File: src/rtl/i2s_tx_multi.sv
// I2S / left-justified / TDM serial audio transmitter. It has a one-frame holding
// buffer with a valid/ready handshake, and it reports an underrun when the buffer is empty.
module i2s_tx_multi #(
  parameter int CLK_DIV  = 4,
  parameter int SAMPLE_W = 16,
  parameter int SLOT_W   = 32,
  parameter int CHANNELS = 2,
  parameter int MODE     = 0
) (
  input  logic                         clk,
  input  logic                         reset,
  input  logic [CHANNELS*SAMPLE_W-1:0] sample_data,
  input  logic                         sample_valid,
  output logic                         sample_ready,
  output logic                         I2S_BCK,
  output logic                         I2S_LRCK,
  output logic                         I2S_DATA,
  output logic                         frame_start,
  output logic                         underrun
);

  localparam int FRAME_BITS = CHANNELS * SLOT_W;
  localparam int FRAME_W    = CHANNELS * SAMPLE_W;
  localparam int D_W        = (FRAME_BITS > 1) ? $clog2(FRAME_BITS) : 1;
  localparam int DIV_W      = (CLK_DIV > 1) ? $clog2(CLK_DIV) : 1;

  logic [DIV_W-1:0]   div_cnt;
  logic [D_W-1:0]     d;
  logic [D_W-1:0]     d_nxt;
  logic               hold_empty;
  logic [FRAME_W-1:0] hold_data;
  logic [FRAME_W-1:0] frame;
  logic [FRAME_W-1:0] frame_nxt;
  logic               div_wrap;
  logic               fall;
  logic               load;
  logic               take;

  // Serial bit for frame position dv: MSB first within each slot, zero-padded after the LSB.
  function automatic logic frame_bit(input logic [FRAME_W-1:0] f, input logic [D_W-1:0] dv);
    int pos;
    int slot;
    int idx;
    logic [FRAME_W-1:0] sh;
    pos  = int'(dv);
    slot = pos / SLOT_W;
    idx  = pos % SLOT_W;
    if (idx < SAMPLE_W) begin
      sh = f >> (slot * SAMPLE_W + SAMPLE_W - 1 - idx);
      return sh[0];
    end
    return 1'b0;
  endfunction

  // In I2S mode the word select looks one bit ahead, so it leads the slot MSB by one BCK.
  function automatic logic lrck_bit(input logic [D_W-1:0] dv);
    int pos;
    pos = int'(dv);
    if (MODE == 0) pos = (pos + 1) % FRAME_BITS;
    return (pos >= FRAME_BITS / 2);
  endfunction

  assign div_wrap     = (div_cnt == DIV_W'(CLK_DIV - 1));
  assign fall         = div_wrap & I2S_BCK;
  assign load         = fall & (d == D_W'(FRAME_BITS - 1));
  assign take         = sample_valid & hold_empty;
  assign d_nxt        = (d == D_W'(FRAME_BITS - 1)) ? '0 : d + 1'b1;
  assign frame_nxt    = (load && !hold_empty) ? hold_data : frame;
  assign sample_ready = hold_empty;

  // Holding data needs no reset; its validity is tracked by hold_empty.
  always_ff @(posedge clk) begin
    if (take) hold_data <= sample_data;
  end

  always_ff @(posedge clk or posedge reset) begin
    if (reset) begin
      div_cnt     <= '0;
      I2S_BCK     <= 1'b0;
      I2S_LRCK    <= 1'b0;
      I2S_DATA    <= 1'b0;
      d           <= '0;
      hold_empty  <= 1'b1;
      frame       <= '0;
      frame_start <= 1'b0;
      underrun    <= 1'b0;
    end else begin
      frame_start <= 1'b0;
      underrun    <= 1'b0;
      if (div_wrap) begin
        div_cnt <= '0;
        I2S_BCK <= ~I2S_BCK;
      end else begin
        div_cnt <= div_cnt + 1'b1;
      end
      // Data and word select change only on the falling BCK event; the new frame is visible at d=0.
      if (fall) begin
        d        <= d_nxt;
        I2S_DATA <= frame_bit(frame_nxt, d_nxt);
        I2S_LRCK <= lrck_bit(d_nxt);
      end
      if (load) begin
        frame_start <= 1'b1;
        frame       <= frame_nxt;
        if (hold_empty) underrun <= 1'b1;
      end
      // A same-cycle accept and load never collide: accept needs empty, draining needs full.
      if (take) hold_empty <= 1'b0;
      else if (load && !hold_empty) hold_empty <= 1'b1;
    end
  end

endmodule
File: config.mk
export PLATFORM = sky130hd
export DESIGN_NAME = i2s_tx_multi
export DESIGN_NICKNAME = d
export VERILOG_FILES = /design/src/rtl/i2s_tx_multi.sv
export SDC_FILE = /design/constraint.sdc
export NUM_CORES = 1
export LEC_CHECK = 0
export CAP_MARGIN = 20
export CORE_AREA = 2 2 81 83
export DETAILED_ROUTE_END_ITERATION = 16
export DIE_AREA = 0 0 83 85
export GPL_TIMING_DRIVEN = 0
export PLACE_DENSITY = 0.78
export SLEW_MARGIN = 20
export SYNTH_ARGS = -nofsm -noshare
export SYNTH_HDL_FRONTEND = slang
export SYNTH_SLANG_ARGS = --single-unit
File: constraint.sdc
create_clock -name clk -period 3.6 [get_ports clk]
set_input_delay 0.72 -clock clk [delete_from_list [all_inputs] [get_ports clk]]
set_output_delay 0.72 -clock clk [all_outputs]
set_load 0.01 [all_outputs]
==> summary.txt <==
Setup path
  • Worst EP arrival: ~3.2 ns
  • Startpoint types: register
  • Worst-path fanout max: 10
  • R2R cell count: 10
  • Crit path required time: between 3 and 4 ns
  • CP Capture Type: register
  • CP Class: register to register

STA
  • Fin crit period: between 2 and 3 ns
  • Total Neg Setup Slack: 0 ns
  • Worst-margin pin slew: 0.724 ns
  • Achievable Freq: 0.334 GHz
  • Final clock skew: 0.00651 ns
  • Setup Viol. Count Final: 0
  • RSZ-0062 raised after global routing: false
  • Tcrit/Tclk final: around 83%
  • Slew Viols, Final: 0
  • Final hold violations: 0
  • Slew HR: roughly 52%

Clocking
  • H-tree levels: 3
  • Worst-Skew Late Latency: 0.36 ns
  • Post-CTS sizing: 0
  • Clock buffer depth: 2
  • TritonCTS clock tree: yes
  • CTS buffer count: 9
  • Worst-path clk slew: 0.08 ns
  • # Post-CTS Setup Buffers: 0
  • Clock Root Buffer: clkbuf_8
  • Hold-fix buffers, CTS: 0
  • CTS sink cnt: between 70 and 80

Power and ir drop
  • Leak pwr: 1.74 nW
  • Power Density: 412 nW/um^2
  • Worst vdd ir: 0.283 mV
  • Pwr Total: 1.67 mW

Finish
  • Multi-input logic area: 1080 um^2
  • FF+latch area: 2110 um^2
  • Layout cells sized above 1: 14.4%
  • Area Overhead vs Synth: 22.4%
  • # diodes: 0
  • NumNets Final: 361
  • Fin util: 65.3%
  • Fill cells: 474
  • Commonest non-fill, non-tap cell in the layout: nand2_1
  • Most frequent cells in the layout: 81 x nand2_1, 45 x dfrtp_1, 40 x clkdlybuf4s50_1, 32 x edfxtp_1, 13 x o21ai_0

Global route
  • Pin count of the biggest net entering global routing: 33
  • Grt peak-use layer: met2
  • GRT Total Usage: 19.4%
  • Grt ovf: 0
  • Antenna violations before repair: 0
  • Global-route wire length before repair: 10400 um
  • Vias in the first global route: 2230
  • Routing usage on met1: 23.7%
  • GRT met2 Usage: 32.6%
  • GR Util met3: just under 6%

Logic synthesis
  • Synth Register Bits: 78
  • Async S/R FF share, synth: 59.0%
  • Top FF cell, synth: dfrtp_1
  • Post-synth EDFFs: 32
  • Synth unique cells: between 40 and 50
  • Post-synth top area share: 34.0%
  • Sequential element share of the synthesized area: 63.8%
  • Syn Inst Count: 270
  • Post-synth top area cell: dfrtp_1
  • Syn nets: between 300 and 400
  • Synth Warn #: 0
  • Synth top area cells: dfrtp_1 34%, edfxtp_1 29%, nand2_1 9.2%, mux2_2 3.1%, o21ai_0 2.0%
  • Syn Area/Cell: approximately 12 um^2
  • Post-Syn Area: 3310 um^2

Die
  • Site Rows: 29
  • Total I/O pin count: 41
  • Die Ht: 85 um
  • Die W: between 80 and 90 um
  • Core ar.: 6200 um^2
  • Initial Utilization: 53.4%
  • Die Area: between 7000 and 8000 um^2

Detailed routing
  • Drt initial violations: 96
  • Post-DRT Antenna Nets: 0
  • Drt drc: 0
  • Wirelength per Cell: approximately 16 um
  • Drt total wl: ~6300 um
  • DR pass1 iterations: 4
  • Vias/cell: roughly 5.4
  • Via count: 2179

Run
  • Max cap viols: 0

Place
  • Post-DP HPWL: around 4500 um
  • Buffers added on ports: 40
  • Gp weighted congestion: 0.910

Status
  • Outcome: finished clean

Worst hold path
  • WHS Path Cells: 1
  • Hold crit path type: register to register
==> synthesized netlist by cell type (2+ instances only) <==
cell type and instances:
nor3_1 2, inv_1 9, mux4_2 2, buf_6 4, xor2_1 4, nand2_1 81, mux2i_1 4, nand3_1 5
dfrtp_1 45, edfxtp_1 32, mux4_1 2, mux2_2 9, a311oi_1 2, ha_1 4, and2_1 2, clkbuf_1 4
buf_1 2, nor2_1 5, o311ai_0 2, a211oi_1 2, o211ai_1 3, o21ai_0 13, a31oi_1 2, and3_2 3
o31ai_1 3, xnor2_1 2
==> critical path, stage by stage (launching register included) <==
cell and delay (ns):
dfrtp_1 0.46, ha_1 0.20, buf_6 0.14, nand4_4 0.16
nor3_4 0.23, buf_6 0.19, mux2_2 0.36, mux4_1 0.47
mux2_2 0.27, o2111ai_1 0.27, a31oi_1 0.12
==> state kept, by name (all words and copies together), names as in the netlist <==
signal,cells
I2S_DATA,1
sample_ready,1
hold_data,32
d,6
underrun,1
frame,32
frame_start,1
div_cnt,2
I2S_BCK,1
I2S_LRCK,1
==> logic make-up after synthesis <==
logic type      count (synthesis)  synth area share [%]
compound gates                 37                  7.78
xor+xnor                        6                  1.59
fa+ha+maj                       4                  1.51
buf+inv                        22                  3.55
flops                          78                  63.8
mux                            17                  7.22
simple gates                  106                  14.5
==> where the power goes <==
part,internal (mW),switching [mW]
sequential,0.925,0.000000000000000409
clock,0.364,0.329
combinational,0.0348,0.0149
total,1.32,0.344
==> path summary, 6_finish.rpt <==
kind,slack [ns],endpoint,startpoint
worst min register to register,0.44,div_cnt[0],div_cnt[0]
max in group asynchronous,2.33,sample_ready,reset
worst max register to register,0.61,I2S_DATA,d[0]
worst max-delay path,0.61,I2S_DATA,d[0]
worst min-delay path,0.44,div_cnt[0],div_cnt[0]
min in group asynchronous,0.71,I2S_BCK,reset
==> cell type report <==
class,count,area share (%)
multi-input cells,170,26.7
repair buffers,41,10.6
plain buffers,12,1.98
well taps,77,2.38
clock inverters,5,1.57
inverters,10,0.926
clock buffers,11,3.74
flip-flops and latches,78,52.1
==> routing by layer <==
metal,vias to the layer above,share of wire (%)
li1,1046,-
met1,1060,42
met2,64,51
met3,9,5.5
met4,0,1.3
met5,-,0
==> through the flow <==
step | std cells | setup WS, ns | hold WS [ns] | cell area (um^2)
2_1_floorplan | 270 | 1.00 | 0.403 | 3310
3_3_place_gp | 387 | 0.711 | 0.415 | 3810
3_5_place_dp | 388 | 0.670 | 0.424 | 3840
4_1_cts | 404 | 0.645 | 0.437 | 4050
5_1_grt | 404 | 0.487 | 0.461 | 4050
6_report | 404 | 0.608 | 0.436 | 4050
Power figures use the tool's default switching activity.
